`src/rtl/fp_pkg.sv`:
```
// Shared constants for the pipelined floating-point adder: default field
// widths, derived bias, special encodings and flag bit positions.
package fp_pkg;

  localparam int unsigned DEF_EXP_W = 8;
  localparam int unsigned DEF_MAN_W = 23;
  localparam int unsigned DEF_W     = 1 + DEF_EXP_W + DEF_MAN_W;
  localparam int unsigned DEF_BIAS  = (1 << (DEF_EXP_W - 1)) - 1;

  localparam logic [DEF_W-1:0] DEF_QNAN =
      {1'b0, {DEF_EXP_W{1'b1}}, 1'b1, {(DEF_MAN_W - 1){1'b0}}};
  localparam logic [DEF_W-1:0] DEF_POS_INF =
      {1'b0, {DEF_EXP_W{1'b1}}, {DEF_MAN_W{1'b0}}};

  // flags = {invalid, overflow, underflow, inexact, zero}
  localparam int unsigned FLAG_W         = 5;
  localparam int unsigned FLAG_INVALID   = 4;
  localparam int unsigned FLAG_OVERFLOW  = 3;
  localparam int unsigned FLAG_UNDERFLOW = 2;
  localparam int unsigned FLAG_INEXACT   = 1;
  localparam int unsigned FLAG_ZERO      = 0;

endpackage

```
`src/rtl/fp_round_norm.sv`:
```
// Final stage datapath: leading-zero count, normalisation, round-to-nearest-
// even and packing of zero/overflow/underflow results.
module fp_round_norm
  import fp_pkg::*;
#(
  parameter int unsigned EXP_W = DEF_EXP_W,
  parameter int unsigned MAN_W = DEF_MAN_W
) (
  input  logic                   sign_i,
  input  logic                   zero_sign_i,
  input  logic [EXP_W-1:0]       exp_i,
  input  logic [MAN_W+4:0]       sum_i,
  output logic [EXP_W+MAN_W:0]   result_o,
  output logic [FLAG_W-1:0]      flags_o
);

  // sum_i layout: [SW] carry, [SW-1] hidden bit, mantissa, guard, round, sticky
  localparam int unsigned SW      = MAN_W + 4;
  localparam int unsigned LZ_W    = $clog2(SW + 1);
  localparam int unsigned XW      = EXP_W + 2;
  localparam int unsigned EXP_MAX = (1 << EXP_W) - 1;

  logic [LZ_W-1:0]  lz;
  logic [SW-1:0]    norm;
  logic [XW-1:0]    exp_n;
  logic [XW-1:0]    exp_r;
  logic [MAN_W:0]   sig;
  logic             guard;
  logic             rnd;
  logic             sticky;
  logic             round_up;
  logic [MAN_W+1:0] rounded;
  logic [MAN_W-1:0] man_r;

  // Leading-zero count of the field below the carry bit
  always_comb begin
    lz = '0;
    for (int i = 0; i < SW; i++) begin
      if (sum_i[i]) lz = LZ_W'(SW - 1 - i);
    end
  end

  // Normalise, round to nearest even and pack the exceptional cases
  always_comb begin
    if (sum_i[SW]) begin
      // Carry out: shift right once, folding the dropped bit into sticky
      norm  = {sum_i[SW:2], sum_i[1] | sum_i[0]};
      exp_n = {2'b00, exp_i} + XW'(1);
    end else begin
      norm  = sum_i[SW-1:0] << lz;
      exp_n = {2'b00, exp_i} - XW'(lz);
    end

    sig      = norm[SW-1:3];
    guard    = norm[2];
    rnd      = norm[1];
    sticky   = norm[0];
    round_up = guard & (rnd | sticky | sig[0]);
    rounded  = {1'b0, sig} + (MAN_W + 2)'(round_up);

    if (rounded[MAN_W+1]) begin
      man_r = rounded[MAN_W:1];
      exp_r = exp_n + XW'(1);
    end else begin
      man_r = rounded[MAN_W-1:0];
      exp_r = exp_n;
    end

    result_o = '0;
    flags_o  = '0;
    if (sum_i == '0) begin
      result_o           = {zero_sign_i, {(EXP_W + MAN_W){1'b0}}};
      flags_o[FLAG_ZERO] = 1'b1;
    end else if ($signed(exp_r) >= $signed(XW'(EXP_MAX))) begin
      result_o               = {sign_i, {EXP_W{1'b1}}, {MAN_W{1'b0}}};
      flags_o[FLAG_OVERFLOW] = 1'b1;
      flags_o[FLAG_INEXACT]  = 1'b1;
    end else if ($signed(exp_r) <= $signed(XW'(0))) begin
      result_o                = {sign_i, {(EXP_W + MAN_W){1'b0}}};
      flags_o[FLAG_UNDERFLOW] = 1'b1;
      flags_o[FLAG_INEXACT]   = 1'b1;
      flags_o[FLAG_ZERO]      = 1'b1;
    end else begin
      result_o              = {sign_i, exp_r[EXP_W-1:0], man_r};
      flags_o[FLAG_INEXACT] = guard | rnd | sticky;
    end
  end

endmodule

```
`src/rtl/fp_adder_pipe.sv`:
```
// Three-stage floating-point adder/subtractor with a single global stall.
// S1 unpack/classify/align, S2 mantissa add/sub, S3 normalise/round/pack.
module fp_adder_pipe
  import fp_pkg::*;
#(
  parameter int unsigned EXP_W = DEF_EXP_W,
  parameter int unsigned MAN_W = DEF_MAN_W
) (
  input  logic                 clk,
  input  logic                 rst_n,
  input  logic                 in_valid,
  output logic                 in_ready,
  input  logic [EXP_W+MAN_W:0] a,
  input  logic [EXP_W+MAN_W:0] b,
  input  logic                 op,
  output logic                 out_valid,
  input  logic                 out_ready,
  output logic [EXP_W+MAN_W:0] result,
  output logic [FLAG_W-1:0]    flags
);

  localparam int unsigned W    = 1 + EXP_W + MAN_W;
  localparam int unsigned SW   = MAN_W + 4;
  localparam int unsigned SUMW = MAN_W + 5;
  localparam int unsigned SH_W = $clog2(SW + 1);

  localparam logic [W-1:0]     QNAN     = {1'b0, {EXP_W{1'b1}}, 1'b1, {(MAN_W - 1){1'b0}}};
  localparam logic [EXP_W-1:0] EXP_ONES = '1;

  logic advance;
  logic v1_q, v2_q, v3_q;
  logic [W-1:0]      result_q;
  logic [FLAG_W-1:0] flags_q;

  // S1 combinational signals
  logic             sa, sb, sl, ss;
  logic [EXP_W-1:0] ea, eb, el, es, diff;
  logic [MAN_W-1:0] ma, mb, ml, ms;
  logic             a_nan, b_nan, a_snan, b_snan, a_inf, b_inf;
  logic             swap;
  logic [SW-1:0]    ext_s;
  logic [SH_W-1:0]  shamt;
  logic [2*SW-1:0]  wide;
  logic [SW-1:0]    sig_l_d, sig_s_d;
  logic             special_d, invalid_d;
  logic [W-1:0]     spec_res_d;

  // S1 registers
  logic             s1_special, s1_invalid, s1_sign, s1_sub, s1_zsign;
  logic [W-1:0]     s1_spec_res;
  logic [EXP_W-1:0] s1_exp;
  logic [SW-1:0]    s1_sig_l, s1_sig_s;

  // S2 registers
  logic             s2_special, s2_invalid, s2_sign, s2_zsign;
  logic [W-1:0]     s2_spec_res;
  logic [EXP_W-1:0] s2_exp;
  logic [SUMW-1:0]  s2_sum;
  logic [SUMW-1:0]  sum_d;

  // S3 signals
  logic [W-1:0]      rn_result, res_d;
  logic [FLAG_W-1:0] rn_flags, flags_d;

  assign advance   = !v3_q | out_ready;
  assign in_ready  = advance;
  assign out_valid = v3_q;
  assign result    = result_q;
  assign flags     = flags_q;

  // S1: unpack, classify, order by magnitude and align the smaller operand
  always_comb begin
    sa = a[W-1];
    sb = b[W-1] ^ op;
    ea = a[W-2:MAN_W];
    eb = b[W-2:MAN_W];
    // Denormals flush to zero
    ma = (ea == '0) ? '0 : a[MAN_W-1:0];
    mb = (eb == '0) ? '0 : b[MAN_W-1:0];

    a_nan  = (ea == EXP_ONES) & (|ma);
    b_nan  = (eb == EXP_ONES) & (|mb);
    a_snan = a_nan & ~ma[MAN_W-1];
    b_snan = b_nan & ~mb[MAN_W-1];
    a_inf  = (ea == EXP_ONES) & ~(|ma);
    b_inf  = (eb == EXP_ONES) & ~(|mb);

    swap = {eb, mb} > {ea, ma};
    if (swap) begin
      sl = sb; el = eb; ml = mb;
      ss = sa; es = ea; ms = ma;
    end else begin
      sl = sa; el = ea; ml = ma;
      ss = sb; es = eb; ms = mb;
    end

    diff    = el - es;
    ext_s   = {|es, ms, 3'b000};
    shamt   = (32'(diff) >= SW) ? SH_W'(SW) : SH_W'(diff);
    // Shift into a double-width window; everything below SW folds into sticky
    wide    = {ext_s, {SW{1'b0}}} >> shamt;
    sig_s_d = {wide[2*SW-1:SW+1], wide[SW] | (|wide[SW-1:0])};
    sig_l_d = {|el, ml, 3'b000};

    special_d  = a_nan | b_nan | a_inf | b_inf;
    spec_res_d = QNAN;
    invalid_d  = 1'b0;
    if (a_nan | b_nan) begin
      invalid_d = a_snan | b_snan;
    end else if (a_inf & b_inf & (sa ^ sb)) begin
      invalid_d = 1'b1;
    end else if (a_inf) begin
      spec_res_d = {sa, EXP_ONES, {MAN_W{1'b0}}};
    end else if (b_inf) begin
      spec_res_d = {sb, EXP_ONES, {MAN_W{1'b0}}};
    end
  end

  // S2: magnitude add or subtract; larger operand first so never negative
  assign sum_d = s1_sub ? ({1'b0, s1_sig_l} - {1'b0, s1_sig_s})
                        : ({1'b0, s1_sig_l} + {1'b0, s1_sig_s});

  fp_round_norm #(
    .EXP_W(EXP_W),
    .MAN_W(MAN_W)
  ) u_round_norm (
    .sign_i     (s2_sign),
    .zero_sign_i(s2_zsign),
    .exp_i      (s2_exp),
    .sum_i      (s2_sum),
    .result_o   (rn_result),
    .flags_o    (rn_flags)
  );

  // S3: special-case results bypass the rounding path
  always_comb begin
    res_d   = rn_result;
    flags_d = rn_flags;
    if (s2_special) begin
      res_d                 = s2_spec_res;
      flags_d               = '0;
      flags_d[FLAG_INVALID] = s2_invalid;
    end
  end

  // Stage valid bits and output registers, cleared by reset
  always_ff @(posedge clk) begin
    if (!rst_n) begin
      v1_q     <= 1'b0;
      v2_q     <= 1'b0;
      v3_q     <= 1'b0;
      result_q <= '0;
      flags_q  <= '0;
    end else if (advance) begin
      v1_q <= in_valid;
      v2_q <= v1_q;
      v3_q <= v2_q;
      if (v2_q) begin
        result_q <= res_d;
        flags_q  <= flags_d;
      end
    end
  end

  // Datapath stage registers, qualified only by the stall
  always_ff @(posedge clk) begin
    if (advance) begin
      s1_special  <= special_d;
      s1_invalid  <= invalid_d;
      s1_spec_res <= spec_res_d;
      s1_sign     <= sl;
      s1_sub      <= sl ^ ss;
      s1_zsign    <= sl & ss;
      s1_exp      <= el;
      s1_sig_l    <= sig_l_d;
      s1_sig_s    <= sig_s_d;

      s2_special  <= s1_special;
      s2_invalid  <= s1_invalid;
      s2_spec_res <= s1_spec_res;
      s2_sign     <= s1_sign;
      s2_zsign    <= s1_zsign;
      s2_exp      <= s1_exp;
      s2_sum      <= sum_d;
    end
  end

endmodule

```
`config.mk`:
```
export PLATFORM = sky130hd
export DESIGN_NAME = fp_adder_pipe
export DESIGN_NICKNAME = d
export VERILOG_FILES = /design/src/rtl/fp_pkg.sv /design/src/rtl/fp_round_norm.sv /design/src/rtl/fp_adder_pipe.sv
export SDC_FILE = /design/constraint.sdc
export NUM_CORES = 1
export LEC_CHECK = 0
export BUFFER_PORTS_ARGS = -buffer_cell sky130_fd_sc_hd__buf_2
export CAP_MARGIN = 5
export CORE_MARGIN = 4
export CORE_UTILIZATION = 43
export DETAILED_ROUTE_END_ITERATION = 8
export PLACE_DENSITY = 0.65
export SLEW_MARGIN = 0
export SYNTH_ARGS = -nofsm -noshare
export SYNTH_HDL_FRONTEND = slang
export SYNTH_SLANG_ARGS = --single-unit
```
`constraint.sdc`:
```
create_clock -name clk -period 8.95 [get_ports clk]
set_input_delay 1.3425 -clock clk [delete_from_list [all_inputs] [get_ports clk]]
set_output_delay 1.3425 -clock clk [all_outputs]
set_load 0.02 [all_outputs]
```
Word-level counts from Yosys, hierarchy flattened
Cells that the tools add are included.

Bits in registers: 208. Word-level logic and storage cells: 134.

Add/sub/neg operators: 7. Order comparisons: 4. Equality and inequality tests: 2. Shifts and indexed selects: 2. Multiplexer cells: 57. Bitwise logic cells: 28. Reductions and logical operators: 12.

Operator list (count): $mux 5 (29); $mux 32 (4); $mux 23 (5); $mux 31 (2); $shr 54x5->54 (1); $reduce_or 23->1 (2); $gt 31x31->1 (1); $add 27x27->28 (1); $logic_not 28->1 (1); $mux 28 (1); $sub 27x27->28 (1); $mux 27 (1); $reduce_or 27->1 (1); $shl 27x5->27 (1); $add 24x1->25 (1); $mux 10 (2); $eq 8x8->1 const B (2); $logic_not 8->1 (2); $mux 8 (2); $reduce_or 8->1 (2); $or 1x1->1 (11); $add 10x1->10 const B (1); $and 1x1->1 (10); $ge 10x9->1 const B (1); other kinds (13) (27).

Logic depth before layout (Yosys ltp)
Gate-level depths: netlist of run 1.

Depth in word-level cells: 39. Gate-level depth with buffers: 33. Gate-level depth less buffers: 26.

Hierarchy
A second synthesis of run 1 with hierarchy kept.

Cell total of the unflattened synthesis: 2077. Area, all modules: 16105.4 µm².

Modules (own cells, without submodules): fp_adder_pipe (times used 1, cells each 1379, area an instance 11603.6 µm², seq. area each 4043.9 µm²); fp_round_norm (times used 1, cells each 698, area an instance 4501.8 µm², seq. area each 0.0 µm²).

Worst setup path after synthesis of run 1
Ideal clock, no wire load.

Kind: input to register. Start: in b[24]. End: reg s1_sig_s[0], data pin. Library setup time: 0.267 ns. Data arrival time: 7.597 ns. Data required time: 8.683 ns. Slack: 1.085 ns. Stages: 32. Cell sequence: nor4_1 -> nand2_1 -> clkbuf_1 -> and2_1 -> clkbuf_1 -> ha_1 -> nand4_1 -> nor4_1 -> nand4bb_4 -> and2_1 -> buf_2 -> buf_2 -> inv_1 -> nand2_1 -> clkbuf_1 -> buf_1 -> mux2i_1 -> ha_1 -> a221oi_2 -> nand3_1 -> xnor2_1 -> o21ai_2 -> a32o_2 -> nor2_4 -> buf_6 -> mux2_2 -> nor3_1 -> a21oi_1 -> a211oi_2 -> nand2b_1 -> a2111oi_2 -> o211ai_1.

Cells in the longest elaborated chain, start to end: 10.

RTL lines: from (decl) (RTL line fp_adder_pipe.sv:14) `input logic [EXP_W+MAN_W:0] b,`; $logic_not 8->1 (RTL line fp_adder_pipe.sv:79) `mb = (eb == '0) ? '0 : b[MAN_W-1:0];`; $mux 23 (RTL line fp_adder_pipe.sv:79); $gt 31x31->1 (RTL line fp_adder_pipe.sv:88) `swap = {eb, mb} > {ea, ma};`; $mux 8 (RTL line fp_adder_pipe.sv:89) `if (swap) begin`; $sub 8x8->8 (RTL line fp_adder_pipe.sv:97) `diff = el - es;`; $ge 8x5->1 (RTL line fp_adder_pipe.sv:99) `shamt = (32'(diff) >= SW) ? SH_W'(SW) : SH_W'(diff);`; $mux 5 (RTL line fp_adder_pipe.sv:99); $shr 54x5->54 (*) (RTL line fp_adder_pipe.sv:101) `wide = {ext_s, {SW{1'b0}}} >> shamt;`; $reduce_or 27->1 (RTL line fp_adder_pipe.sv:102) `sig_s_d = {wide[2*SW-1:SW+1], wide[SW] | (|wide[SW-1:0])};`; $or 1x1->1 (*) (RTL line fp_adder_pipe.sv:102); named net sig_s_d[0] (RTL line fp_adder_pipe.sv:44) `logic [SW-1:0] sig_l_d, sig_s_d;`; to (signal assigned) (RTL line fp_adder_pipe.sv:176) `s1_sig_s <= sig_s_d;`; to (decl) (RTL line fp_adder_pipe.sv:52) `logic [SW-1:0] s1_sig_l, s1_sig_s;`.

Mark *: on every way through the listed nets, which the timed path passes. The rest lies on a longest branch. A chain may end at the register's enable or synchronous reset.

Worst setup path in the final report of run 1
Start: in b[28]. End: reg s1_sig_s[0], data pin.

The elaborated chain is that of the path after synthesis.

==> results of run 1 <==
-- final cells by class --
cell class / instances / area [um2]
Sequential cell: 148 / 4040
Inverter: 103 / 392
Tap cell: 448 / 561
Clock inverter: 14 / 143
Fill cell: 3314 / 17500
Clock buffer: 18 / 429
Timing Repair Buffer: 147 / 836
Multi-Input combinational cell: 1506 / 9920
-- flip-flops by register name, indices dropped and copies added, names as in the netlist, 2 cells and up --
| register | cells |
|---|---|
| s2_spec_res | 2 |
| s2_exp | 8 |
| flags | 5 |
| s1_spec_res | 2 |
| s1_exp | 8 |
| s1_sig_s | 27 |
| s1_sig_l | 24 |
| s2_sum | 28 |
| result | 32 |
-- power groups by stage --
stage	clock network, uW	registers (uW)	logic, uW
2_1_floorplan	0	996	1580
3_3_place_gp	0	1120	2100
3_5_place_dp	0	1120	2100
4_1_cts	711	1100	2110
5_1_grt	742	1130	2350
6_report	700	1120	2160
-- cells by family (layout without fill, tap and decap cells) --
group | count (synthesis) | count (layout) | synth area share
muxes | 71 | 71 | 0.0497
and+or+nand+nor | 676 | 676 | 0.224
adders and majority gates | 93 | 93 | 0.0793
AOI/OAI and AO/OA | 605 | 605 | 0.278
buffers and inverters | 216 | 282 | 0.0613
DFF | 148 | 148 | 0.272
xor gates and xnor gates | 61 | 61 | 0.0360
-- final timing paths --
path / slack, ps / to / depth (start not counted) / start
min reg2reg: 420 / s2_exp[1]$_DFFE_PN_ / 0 / s1_exp[1]$_DFFE_PN_
max reg2reg: 2330 / result[21]$_SDFFE_PN0P_ / 20 / s2_sum[11]$_DFFE_PN_
min: 420 / s2_exp[1]$_DFFE_PN_ / 0 / s1_exp[1]$_DFFE_PN_
max: 740 / s1_sig_s[0]$_DFFE_PN_ / 28 / b[28]
-- layout by cell type, fill, tap and decap left out, types with 23 or more instances in the layout --
master,netlist,layout
nor4_1,29,29
nor3_1,61,61
a211oi_1,43,43
nand3_1,53,53
buf_4,7,40
xnor2_1,43,43
edfxtp_1,108,108
ha_1,91,91
nor2_1,163,162
nand2_1,205,204
dfxtp_1,40,40
o21ai_0,128,128
a31oi_1,28,28
a21oi_1,138,138
inv_1,100,100
o211ai_1,23,23
mux2i_1,52,52
and2_1,30,30
buf_2,25,107
-- per-layer routing --
metal | share of wire | vias to the layer above | global-route usage | routed length, um
met3 | 0.059 | 138 | 0.0332 | 3030
li1 | - | 7124 | - | -
met2 | 0.48 | 663 | 0.453 | 24700
met1 | 0.42 | 7133 | 0.336 | 21500
met4 | 0.047 | 0 | 0.117 | 2420
met5 | 0 | - | 0 | 0
-- Yosys cell counts, drive strengths merged (16+ instances only) --
cell type / number
dfxtp: 40
nor2: 165
a211oi: 46
o211ai: 23
nand4: 22
nor4: 31
xnor2: 43
o31ai: 22
and2: 31
edfxtp: 108
mux2: 19
nor3: 63
o21ai: 138
a32o: 16
inv: 101
nand3: 54
a31oi: 29
clkbuf: 68
o22ai: 18
ha: 91
a21oi: 138
and3: 17
mux2i: 52
nand2: 205
nand2b: 18
nor2b: 18
xor2: 18
buf: 45
-- critical path, delay by kind of cell --
family / cells / cell delay (ps)
mux: 1 / 70
fa+ha+maj: 2 / 520
buf+inv: 3 / 470
xor+xnor: 1 / 580
compound gates: 11 / 2570
simple gates: 10 / 2810
-- stage by stage --
stage | worst slack [ps] | hold WS [ps]
finish | 736 | 421
global route | 262 | 435
CTS | 918 | 421
detailed placement | 474 | 405
global placement | 512 | 402
floorplan | 1090 | 400
==> results.toml, run 1 <==
[run_status]
status = "complete, no violations"

[synth]
synth_top_cell_by_area = "edfxtp_1"
synth_ff_type = "edfxtp_1"
synth-seq-cells = 148
ys_top_cells_by_area = "edfxtp_1 (22%), ha_1 (7.7%), dfxtp_1 (5.4%), nand2_1 (5.2%), a21oi_1 (4.6%)"
syn_nets = 2032
ys_async_sr_fraction = 0
synth_top_area_frac = 0.218
yosysUniqueCellTypes = 104
synth_edf_count = 108
netlist_instances = 1870
synth_warnings = 0
synth.avg_cell_area_um2 = 7.95
netlist_area_mm2 = 0.0149
yosysSeqAreaShare = 0.272

[floorplan]
dieHeight_um = 194
core_mm2 = 0.0338
die-area_mm2 = 0.0376
start_util = 0.440
rows = 67
io_pins = 108
die_w_um = 194

[clock_network]
clkLatencyLatePin_ps = 440
clock_path_buffers = 2
cts_resized = 0
clk_pin_slew_ps = 60
ctsHtreeMaxLevel = 4
cts_tree = "done"
cts_setup_buffers = 0
cts_root_buffer = "clkbuf_16"
postCtsHoldBufs = 0
cts_buffers = 17
clkSinkCount = 148

[sta]
finalMaxSlewViolations = 0
setup_tns_ps = 0
maxSlewHeadroom = 0.305
fin_crit_ps = 8210
rsz0062_at_grt = "no"
fmax_mhz = 122
worst_pin_slew_ps = 1030
final_hold_viol_count = 0
finalCritPeriodShare = 0.918
skew_ps = 13.2
setup_viol = 0

[finish]
drive_above_1_share = 0.125
fin_util = 0.483
area_growth_pct = 9.87
nets = 2085
design_area_mm2 = 0.0163
num_antenna_cells = 0
fin_cells = 2384

[global_routing]
grt_overflow = 0
grt_pass1_vias = 14400
grtUsageTotal = 0.265
grt_max_degree = 73
grt_pass1_wl_mm = 81.4
antenna_found_initial = 0

[drt]
drt-initial-drc-count = 1445
firstDrtPassIters = 5
wire_per_inst_um = 21.7
antenna_left = 0
drc_errors = 0
vias = 15100
avgViaCountPerCell = 6.32
wl_mm = 51.7

[setup_path]
crit_fanout = 25
criticalPathCategory = "in2reg"
cp_data_required_time_ps = 9120
worstPathArrival_ps = 8380
max_stage_delay_ps = 600
crit_path_end_kind = "flip-flop"
crit_path_start_kind = "primary input"
cpMostUsedCell = "nand2_1"
cpMaxStageDelayCell = "nor2_4"

[power]
peakVddDrop_uv = 125
powerDensity_mw_per_mm2 = 244
p_comb_frac = 0.543
leakagePower_uw = 0.00663
switching_share = 0.483
sequentialPowerShare = 0.281
p_sw_uw = 1920
power.internal_uw = 2060
total_power_uw = 3980
clock_power_share = 0.176

[placed_design]
place_hpwl_mm = 40.3
gp_congestion = 0.993
dpl.cell_count = 2352
port_buffers = 107
place_area_mm2 = 0.0158

[job]
maxCapViolCount = 0

[min_path]
hold_class = "reg2reg"
No activity file was read; power rests on OpenSTA's default activity.
==> run 2, diff against run 1 <==
Settings changed: BUFFER_PORTS_ARGS -buffer_cell sky130_fd_sc_hd__buf_2 to default, CORE_UTILIZATION 43 to 35, DONT_BUFFER_PORTS from default to 1, PLACE_DENSITY 0.65 to 0.54, SKIP_CTS_REPAIR_TIMING from default to 1.
==> run 2 against run 1 <==
  * Global-route usage fell by 4.3 points
  * Flip-flop and latch count unchanged
  * Cell area shrank 2.7%
  * Combinational power shrank 3%
  * Clock power grew 5.9%
  * Largest cell class unchanged
  * Largest power group unchanged
==> results.toml, run 2 (synthesized netlist as in run 1, its figures left out) <==
[global_routing]
grt_overflow = 0
grt_max_degree = 73
grt_pass1_vias = 13700
antenna_found_initial = 1
grtUsageTotal = 0.222
grt_pass1_wl_mm = 81.5

[placed_design]
gp_congestion = 0.959
dpl.cell_count = 2329
port_buffers = 0
place_hpwl_mm = 41.1

[setup_path]
crit_path_end_kind = "flip-flop"
cpMaxStageDelayCell = "nor4_1"
crit_path_start_kind = "primary input"
crit_fanout = 25
cp_data_required_time_ps = 9120
max_stage_delay_ps = 570
r2r-start = "s2_sum[14]$_DFFE_PN_"
worstPathArrival_ps = 8090
crit_path_start = "b[28]"
criticalPathCategory = "in2reg"

[clock_network]
clock_path_buffers = 2
clkLatencyLatePin_ps = 440
cts_tree = "done"
clkSinkCount = 148
cts_buffers = 17
clk_pin_slew_ps = 70
ctsHtreeMaxLevel = 4
cts_root_buffer = "clkbuf_16"

[run_status]
status = "complete, no violations"

[power]
leakagePower_uw = 0.00615
peakVddDrop_uv = 97.7
powerDensity_mw_per_mm2 = 250

[finish]
largest_reg_flops = 32
n_fill_cell = 4250
area_growth_pct = 6.96
drive_above_1_share = 0.0708
fin_cells = 2362
final_common_cell = "nand2_1"
nets = 1971
final_cell_mix = "nand2_1 (204), nor2_1 (162), a21oi_1 (138)"

[floorplan]
io_pins = 108
dieHeight_um = 214
rows = 75
die-area_mm2 = 0.0458
start_util = 0.354
die_w_um = 214
core_mm2 = 0.0419

[sta]
fmax_mhz = 126
finalCritPeriodShare = 0.884
hold_ws_ps = 408
worst_pin_slew_ps = 969
setup_tns_ps = 0
skew_ps = 10.2
setup_viol = 0
fin_crit_ps = 7910
rsz0062_at_grt = "no"
finalMaxSlewViolations = 0
maxSlewHeadroom = 0.349
final_hold_viol_count = 0

[drt]
firstDrtPassIters = 6
wl_mm = 52.6
antenna_left = 0
drc_errors = 0
wire_per_inst_um = 22.3
avgViaCountPerCell = 6.17
vias = 14600
drt-initial-drc-count = 1398

[min_path]
worstHoldStart = "s1_spec_res[31]$_SDFFCE_PP0N_"
hold_class = "reg2reg"

[job]
maxCapViolCount = 0
## run 2: changes by cell type in the layout (fill, tap and decap cells not counted)
cell,previous run,this run
buf_2,107,0
buf_4,40,33
bufinv_16,1,2
clkinv_1,2,1
clkinv_4,3,2
clkinv_8,0,1
clkinvlp_4,3,1
diode_2,0,1
inv_6,4,5
inv_8,3,4
## run 2: critical path: cells and delay by family
kind | cells | cell delay (ps)
mux | 1 | 140
buf+inv | 2 | 490
compound gates | 7 | 1600
fa+ha+maj | 2 | 570
simple gates | 13 | 3920
## run 2: cell type report
| type | count | area (um2) | share of cell area |
|---|---|---|---|
| Multi-Input combinational cell | 1506 | 9920 | 0.624 |
| Clock inverter | 14 | 181 | 0.0114 |
| Antenna cell | 1 | 2.50 | 0.000157 |
| Sequential cell | 148 | 4040 | 0.254 |
| Inverter | 103 | 392 | 0.0246 |
| Tap cell | 539 | 674 | 0.0424 |
| Timing Repair Buffer | 33 | 248 | 0.0156 |
| Clock buffer | 18 | 429 | 0.0270 |
## run 2: report_power, final
part           internal (uW)  total, uW  switching [uW]
Clock                    425        741             316
Sequential               891       1140             248
Combinational            751       2100            1350
## run 2: per-stage QoR
step                      worst slack, ps  utilization  area (um2)  total power, uW
after floorplan                      1090            -       14900             2580
after CTS                            1190        0.379       15900             3960
after detailed placement              745        0.364       15300             3190
final                                1040        0.379       15900             3980
after global routing                  653        0.379       15900             4230
after global placement                845        0.364       15300             3210
## run 2: per-layer routing
layer	part of all wire	GRT usage	routed length, um	vias to the layer above
met5	0	0	0	-
met4	0.049	0.106	2580	0
met3	0.064	0.0334	3350	146
met2	0.46	0.357	24300	636
met1	0.42	0.293	22400	6891
li1	-	-	-	6899
## run 2: worst paths after layout
| kind | depth (start not counted) | end | slack (ps) |
|---|---|---|---|
| hold / removal | 0 | s2_spec_res[31]$_DFFE_PN_ | 410 |
| hold reg to reg | 0 | s2_spec_res[31]$_DFFE_PN_ | 410 |
| setup / recovery | 25 | s1_sig_s[0]$_DFFE_PN_ | 1040 |
| setup reg to reg | 22 | result[1]$_SDFFE_PN0P_ | 2510 |
